<file path="src/rtl/sdram_arbiter.sv">
// sdram_arbiter
//   Two-port arbiter in front of a single Avalon-MM SDRAM master interface.
//   An instruction-fetch read port and a data read/write port share the
//   SDRAM. At most one transaction is outstanding. Simultaneous requests are
//   resolved round-robin against the port granted last.
//
// Ports
//   CLOCK_50, reset          clock, synchronous active-high reset
//   i_req/i_addr             instruction read request (held until i_ack)
//   i_ack/i_rdata/i_err      one-cycle completion pulse, data, timeout flag
//   d_req/d_we/d_addr/d_wdata data-port request (held until d_ack)
//   d_ack/d_rdata/d_err      one-cycle completion pulse, data, timeout flag
//   avm_*                    Avalon-MM master towards the SDRAM controller
//   busy                     high whenever the FSM is not idle
module sdram_arbiter #(
    parameter int unsigned ADDR_W      = 25,
    parameter int unsigned DATA_W      = 16,
    parameter int unsigned TIMEOUT_CYC = 255
) (
    input  logic              CLOCK_50,
    input  logic              reset,

    input  logic              i_req,
    input  logic [ADDR_W-1:0] i_addr,
    output logic              i_ack,
    output logic [DATA_W-1:0] i_rdata,
    output logic              i_err,

    input  logic              d_req,
    input  logic              d_we,
    input  logic [ADDR_W-1:0] d_addr,
    input  logic [DATA_W-1:0] d_wdata,
    output logic              d_ack,
    output logic [DATA_W-1:0] d_rdata,
    output logic              d_err,

    output logic [ADDR_W-1:0] avm_address,
    output logic              avm_read,
    output logic              avm_write,
    output logic [DATA_W-1:0] avm_writedata,
    input  logic              avm_waitrequest,
    input  logic [DATA_W-1:0] avm_readdata,
    input  logic              avm_readdatavalid,

    output logic              busy
);

    localparam int unsigned          CNT_W    = 10;
    localparam logic [CNT_W-1:0]     CNT_LAST = CNT_W'(TIMEOUT_CYC - 1);

    typedef enum logic [1:0] {
        IDLE      = 2'd0,
        ISSUE     = 2'd1,
        WAIT_DATA = 2'd2,
        RESP      = 2'd3
    } state_t;

    typedef enum logic {
        PORT_I = 1'b0,
        PORT_D = 1'b1
    } port_t;

    state_t              state_q, state_d;
    port_t               owner_q, owner_d;
    port_t               last_grant_q, last_grant_d;
    logic                we_q, we_d;
    logic [ADDR_W-1:0]   addr_q, addr_d;
    logic [DATA_W-1:0]   wdata_q, wdata_d;
    logic [CNT_W-1:0]    cnt_q, cnt_d;
    logic                timed_out;

    logic                rd_q, rd_d;
    logic                wr_q, wr_d;
    logic                i_ack_q, i_ack_d;
    logic                d_ack_q, d_ack_d;
    logic [DATA_W-1:0]   i_rdata_q, i_rdata_d;
    logic [DATA_W-1:0]   d_rdata_q, d_rdata_d;
    logic                i_err_q, i_err_d;
    logic                d_err_q, d_err_d;
    logic [DATA_W-1:0]   resp_rdata;
    logic                resp_err;
    logic                rd_done;

    // ------------------------------------------------------------------
    // State register
    // ------------------------------------------------------------------
    always_ff @(posedge CLOCK_50) begin
        if (reset) begin
            state_q <= IDLE;
        end else begin
            state_q <= state_d;
        end
    end

    // ------------------------------------------------------------------
    // Next-state and transaction bookkeeping
    // ------------------------------------------------------------------
    always_comb begin
        state_d      = state_q;
        owner_d      = owner_q;
        last_grant_d = last_grant_q;
        we_d         = we_q;
        addr_d       = addr_q;
        wdata_d      = wdata_q;
        cnt_d        = cnt_q;
        timed_out    = 1'b0;

        case (state_q)
            IDLE: begin
                if (i_req || d_req) begin
                    // On a tie the port that did not win last time is served.
                    if (i_req && d_req) begin
                        owner_d = (last_grant_q == PORT_D) ? PORT_I : PORT_D;
                    end else if (i_req) begin
                        owner_d = PORT_I;
                    end else begin
                        owner_d = PORT_D;
                    end

                    if (owner_d == PORT_I) begin
                        we_d   = 1'b0;
                        addr_d = i_addr;
                    end else begin
                        we_d    = d_we;
                        addr_d  = d_addr;
                        wdata_d = d_wdata;
                    end
                    state_d = ISSUE;
                end
            end

            ISSUE: begin
                if (!avm_waitrequest) begin
                    if (we_q) begin
                        state_d = RESP;
                    end else begin
                        state_d = WAIT_DATA;
                        cnt_d   = '0;
                    end
                end
            end

            WAIT_DATA: begin
                if (avm_readdatavalid) begin
                    state_d = RESP;
                end else if (cnt_q == CNT_LAST) begin
                    // This cycle brings the count to TIMEOUT_CYC.
                    state_d   = RESP;
                    timed_out = 1'b1;
                end else begin
                    cnt_d = cnt_q + 1'b1;
                end
            end

            RESP: begin
                last_grant_d = owner_q;
                state_d      = IDLE;
            end

            default: state_d = IDLE;
        endcase
    end

    // ------------------------------------------------------------------
    // Output next-values (all outputs are registered)
    // ------------------------------------------------------------------
    always_comb begin
        rd_d = 1'b0;
        wr_d = 1'b0;
        if (state_d == ISSUE) begin
            rd_d = !we_d;
            wr_d = we_d;
        end

        resp_rdata = avm_readdata;
        resp_err   = 1'b0;
        if (timed_out) begin
            resp_rdata = '0;
            resp_err   = 1'b1;
        end
        rd_done = (state_q == WAIT_DATA) && (state_d == RESP);

        i_ack_d   = (state_d == RESP) && (owner_d == PORT_I);
        d_ack_d   = (state_d == RESP) && (owner_d == PORT_D);
        i_rdata_d = i_rdata_q;
        d_rdata_d = d_rdata_q;
        i_err_d   = i_err_q;
        d_err_d   = d_err_q;

        // Write completions leave the read-data register untouched.
        if (i_ack_d) begin
            i_err_d = resp_err;
            if (rd_done) begin
                i_rdata_d = resp_rdata;
            end
        end
        if (d_ack_d) begin
            d_err_d = resp_err;
            if (rd_done) begin
                d_rdata_d = resp_rdata;
            end
        end
    end

    // ------------------------------------------------------------------
    // Datapath / output registers
    // ------------------------------------------------------------------
    always_ff @(posedge CLOCK_50) begin
        if (reset) begin
            owner_q      <= PORT_I;
            last_grant_q <= PORT_D;
            we_q         <= 1'b0;
            addr_q       <= '0;
            wdata_q      <= '0;
            cnt_q        <= '0;
            rd_q         <= 1'b0;
            wr_q         <= 1'b0;
            i_ack_q      <= 1'b0;
            d_ack_q      <= 1'b0;
            i_rdata_q    <= '0;
            d_rdata_q    <= '0;
            i_err_q      <= 1'b0;
            d_err_q      <= 1'b0;
        end else begin
            owner_q      <= owner_d;
            last_grant_q <= last_grant_d;
            we_q         <= we_d;
            addr_q       <= addr_d;
            wdata_q      <= wdata_d;
            cnt_q        <= cnt_d;
            rd_q         <= rd_d;
            wr_q         <= wr_d;
            i_ack_q      <= i_ack_d;
            d_ack_q      <= d_ack_d;
            i_rdata_q    <= i_rdata_d;
            d_rdata_q    <= d_rdata_d;
            i_err_q      <= i_err_d;
            d_err_q      <= d_err_d;
        end
    end

    assign avm_address   = addr_q;
    assign avm_writedata = wdata_q;
    assign avm_read      = rd_q;
    assign avm_write     = wr_q;
    assign i_ack         = i_ack_q;
    assign d_ack         = d_ack_q;
    assign i_rdata       = i_rdata_q;
    assign d_rdata       = d_rdata_q;
    assign i_err         = i_err_q;
    assign d_err         = d_err_q;
    assign busy          = (state_q != IDLE);

endmodule

</file>
<file path="config.mk">
export PLATFORM = sky130hd
export DESIGN_NAME = sdram_arbiter
export DESIGN_NICKNAME = d
export VERILOG_FILES = /design/src/rtl/sdram_arbiter.sv
export SDC_FILE = /design/constraint.sdc
export NUM_CORES = 1
export LEC_CHECK = 0
export CORE_MARGIN = 8
export CORE_UTILIZATION = 35
export CTS_CLUSTER_SIZE = 20
export DETAILED_ROUTE_END_ITERATION = 12
export PLACE_DENSITY_LB_ADDON = 0.15
export SYNTH_ARGS = -nofsm -noshare
export SYNTH_HDL_FRONTEND = slang
export SYNTH_SLANG_ARGS = --single-unit
</file>
<file path="constraint.sdc">
create_clock -name CLOCK_50 -period 3.55 [get_ports CLOCK_50]
set_input_delay 0.71 -clock CLOCK_50 [delete_from_list [all_inputs] [get_ports CLOCK_50]]
set_output_delay 0.71 -clock CLOCK_50 [all_outputs]
set_load 0.05 [all_outputs]
</file>
# --- Word level (Yosys, flattened, before mapping) ---
# Cells that the tools add are included.
totals:
  reg_bits: 94
  in_bits: 89
  out_inout_bits: 80
classes:
  addsub: 1
  eq_ne: 10
  muxes: 27
  bitwise_logic: 2
  reduce_logical: 15
op_table:
  columns: ["cell", "count"]
  rows:
  - ["$mux W10", 4]
  - ["$mux W25", 1]
  - ["$pmux W10 S2", 1]
  - ["$mux W16", 1]
  - ["$mux W1", 15]
  - ["$add A10 B1 Y10 const B", 1]
  - ["$eq A10 B8 Y1 const B", 1]
  - ["$mux W2", 4]
  - ["$ne A2 B2 Y1 const B", 4]
  - ["$pmux W2 S4", 1]
  - ["$eq A2 B2 Y1 const B", 3]
  - ["$reduce_and A2 Y1", 3]
  - ["$reduce_and A5 Y1", 1]
  - ["$eq A2 B1 Y1 const B", 2]
  - ["$logic_and A1 B1 Y1", 4]
  - ["$reduce_bool A2 Y1", 2]
  - ["$reduce_and A3 Y1", 1]
  - ["$logic_not A2 Y1", 1]
  - ["$not A1 Y1", 2]
  - ["$reduce_or A2 Y1", 1]
  - ["$logic_not A1 Y1", 1]
  - ["$logic_or A1 B1 Y1", 1]

# --- Depth between registers and ports, before layout ---
logic_depth:
  depth_word: 9
  depth_mapped: 8
  mapped_depth_nobuf: 6

# --- Worst setup path after synthesis ---
# Ideal clock, no wire load.
synth_timing:
  path_type: "register to register"
  startpoint: "register cnt_q[0]"
  endpoint: "register d_rdata_q[2], in the netlist d_rdata[2]"
  setup_ps: 130
  arrival_ps: 1844
  slack_ps: 1576
  stages_incl_launch_ff: 9
  period_less_slack_ps: 1974
  cell_sequence: "dfxtp_1 > inv_1 > ha_1 > or3b_4 > or4_1 > clkbuf_2 > buf_6 > nand3_1 > mux2i_1"
synth_via:
  elab_chain_cells: 7
  word_cells_on_any_way: 12
synth_lines:
  columns: ["item", "line", "text"]
  rows:
  - ["start: declaration", "69", "logic [CNT_W-1:0] cnt_q, cnt_d;"]
  - ["start signal: assignment", "230", "cnt_q <= cnt_d;"]
  - ["$eq A10 B8 Y1 (*)", "146", "end else if (cnt_q == CNT_LAST) begin"]
  - ["$mux W2", "146", null]
  - ["$mux W2", "144", "if (avm_readdatavalid) begin"]
  - ["$pmux W2 S4", "108", "case (state_q)"]
  - ["$eq A2 B2 Y1", "181, 184", null]
  - ["$logic_and A1 B1 Y1, on equally long branches", "184, 181", null]
  - ["$reduce_and A2 Y1 (no source line)", null, null]
  - ["end signal: assignment", "236", "d_rdata_q <= d_rdata_d;"]
  - ["end: declaration", "77", "logic [DATA_W-1:0] d_rdata_q, d_rdata_d;"]
# Every way passes the cells marked *; elsewhere a longest branch is shown, timed or not.
# A chain may end at the register's enable or synchronous reset.

# --- Final worst setup path ---
layout_timing:
  startpoint: "register state_q[0]"
  endpoint: "output port busy"
layout_via:
  elab_chain_cells: 1
layout_lines:
  columns: ["item", "line", "text"]
  rows:
  - ["start: declaration", "63", "state_t state_q, state_d;"]
  - ["start signal: assignment", "91", "state_q <= state_d;"]
  - ["$reduce_bool A2 Y1", "252", "assign busy = (state_q != IDLE);"]
  - ["end: declaration", "45", "output logic busy"]
# Every way passes these cells.

==> metrics <==
status=complete, no violations; buffers from clock root to sink, at most=2; Post-synth EDFFs=0; pin count of the biggest net entering global routing=57; dpl cells=721; Core ar.=11,320 sq um; post-synthesis cell type count=50; Clk pin slew, worst setup/hold paths=0.07 ns; hold_buf cts=0; # rows=39; max_slew headroom=22.48%; P per Cell Area=452.5 nW/um^2; Syn Area/Cell=approximately 9.2 sq um; port bufs=between 150 and 200; total of max-cap violations=0; Synth Net Count=between 500 and 600; # Post-CTS Setup Buffers=0; Yosys reg bits=94; GRT Util Overall=15.60%; DR WL/cell=~16 um; Initial DRC Count=166; Placer Congestion=0.7642; post-route minimum period=2.786 ns; clk sink count=94; number of H-tree levels=3; DRC violations left=0; sequential share of the synthesized area=46.77%; TritonCTS buffer count=9; Final HPWL DP=8929 um; Crit Path Category=flop to output pin; Max Freq=about 360 MHz; number of global-route vias before repair=approximately 3,700; via/cell ratio=4.999; placed cell areas=approximately 5800 sq um; Hold WC Path Type=flop to flop; Syn Std Cell Area=4024 sq um; Final nets=680; total gr overflow=0; cell breakdown of the critical path=nor2_1, inv_1, clkdlybuf4s50_1; Layout area overhead=50.50%; most frequent cells in the layout=clkdlybuf4s50_1, dfxtp_1, nand2_1; CTS tree=built; setup TNS=0 ns; antenna diode count=0; Final Cycle Share=78.48%; Syn. warnings=0; RSZ-0062 raised after global routing=false; starting density of the core=35.54%; WP data arrival=~2.1 ns; clk root buf=clkbuf_16; Post-Route WL=12,060 um; CP max stage delay=0.82 ns; Final ANT Viol Nets=0; Post-CTS Resized=0; Final Hold Viols=0; # fillers=1,069; final instance area=6056 sq um; Slew @ Worst Pin=1.163 ns; Post-Synthesis Cells=roughly 440; Clk Latency, worst-skew pair=roughly 0.34 ns; Worst EP required=2.84 ns; CP max-delay cell=clkdlybuf4s50_1; Most used DFF post-synth=dfxtp_1; via count=3,679; final setup vio count=0; CP Capture Type=output pin; CP startpoint kind=flop; Final Max Slew Viols=0; I/O Pins=169; ys async rst share=0%; Die Ht=~120 um; most common cell after layout, fill and taps aside=clkdlybuf4s50_1; P_leak=2.415 nW; Max IR drop VDD=0.0002568 V; share of layout cells above drive strength 1=4.890%; global-route wire length before repair=18,790 um; Non-Filler Instances=~740; DIE WIDTH=approximately 120 um; clk_skew=0.006671 ns; Die ar.=15,180 sq um; critical path fanouts, max=14; antenna violations before repair=0; First-pass DRT Iterations=4
cell usage after synthesis, types with 2 or more instances:
| master | number | area [sq um] |
|---|---|---|
| nor2_1 | 32 | 120.1 |
| o21ai_0 | 2 | 10.01 |
| nor4b_1 | 3 | 26.28 |
| nand3_1 | 18 | 90.09 |
| and2_1 | 2 | 12.51 |
| a22oi_1 | 3 | 22.52 |
| a21oi_1 | 20 | 100.1 |
| o21ai_2 | 2 | 17.52 |
| dfxtp_1 | 94 | 1882 |
| inv_1 | 5 | 18.77 |
| o211ai_1 | 3 | 22.52 |
| buf_1 | 2 | 7.510 |
| nand4_1 | 3 | 18.77 |
| clkbuf_1 | 14 | 52.55 |
| o31ai_1 | 4 | 30.03 |
| or4_1 | 5 | 37.54 |
| buf_6 | 3 | 33.78 |
| ha_1 | 2 | 25.02 |
| nor4_1 | 7 | 43.79 |
| nor3_1 | 4 | 20.02 |
| nand2_1 | 79 | 296.5 |
| a211oi_1 | 25 | 187.7 |
| o32ai_1 | 2 | 17.52 |
| mux2i_1 | 63 | 630.6 |
| buf_2 | 9 | 45.04 |
| or3_1 | 5 | 31.28 |
| nor3b_1 | 2 | 15.01 |
flip-flops by register name, summed over array words and instances (netlist names), 2 cells and up:
name and flops:
avm_address 25, avm_writedata 16, d_rdata 16, i_rdata 16
cnt_q 10, state_q 2
metrics by stage:
step / utilization (%) / worst slack, ns / power, mW / hold slack (ns)
2_1_floorplan: - / 1.576 / 1.555 / 0.4498
3_3_place_gp: 50.93 / 0.6601 / 1.808 / 0.4429
3_5_place_dp: 50.93 / 0.5749 / 1.813 / 0.4476
4_1_cts: 53.49 / 0.7508 / 2.766 / 0.4572
5_1_grt: 53.49 / 0.6481 / 2.852 / 0.4755
6_report: 53.49 / 0.7639 / 2.740 / 0.4551
kinds of logic after synthesis:
family | count (synthesis) | synth area share (%)
buffers and inverters | 36 | 4.322
xor gates and xnor gates | 1 | 0.2177
and+or+nand+nor | 169 | 19.68
AOI/OAI and AO/OA | 71 | 12.72
DFF | 94 | 46.77
adders and majority gates | 2 | 0.6218
muxes | 63 | 15.67
critical path: cells and delay by family (launching register included):
kind,cells,cell delay [ns]
flip-flops,1,0.63
buffers and inverters,2,0.90
AND/OR/NAND/NOR,1,0.20
report_power, final:
part / internal, mW / switching, mW
sequential: 1.11 / 0.0384
clock: 0.545 / 0.408
combinational: 0.251 / 0.385
total: 1.91 / 0.831
layer usage:
layer	vias to the layer above	global-route usage, %	part of all wire [%]
met5	-	0	0
li1	1857	-	-
met2	111	25.28	46
met3	13	6.484	9.4
met4	0	6.697	1.9
met1	1698	17.76	42
area by class of cell:
type	count	area (sq um)	share of cell area, %
clock inverters	5	61.31	1.012
inverters	6	22.52	0.3719
repair buffers	172	1707	28.18
well taps	143	178.9	2.955
multi-input cells	306	1976	32.62
flip-flops and latches	94	1882	31.07
clock buffers	10	229.0	3.781
final timing paths:
| path | startpoint | to | slack (ns) | cells after the start |
|---|---|---|---|---|
| hold reg to reg | avm_writedata[11] | avm_writedata[11] | 0.46 | 2 |
| hold / removal | avm_writedata[11] | avm_writedata[11] | 0.46 | 2 |
| setup reg to reg | cnt_q[0] | i_rdata[14] | 1.02 | 6 |
| setup / recovery | state_q[0] | busy | 0.76 | 3 |
No activity file was read; power rests on OpenSTA's default activity.
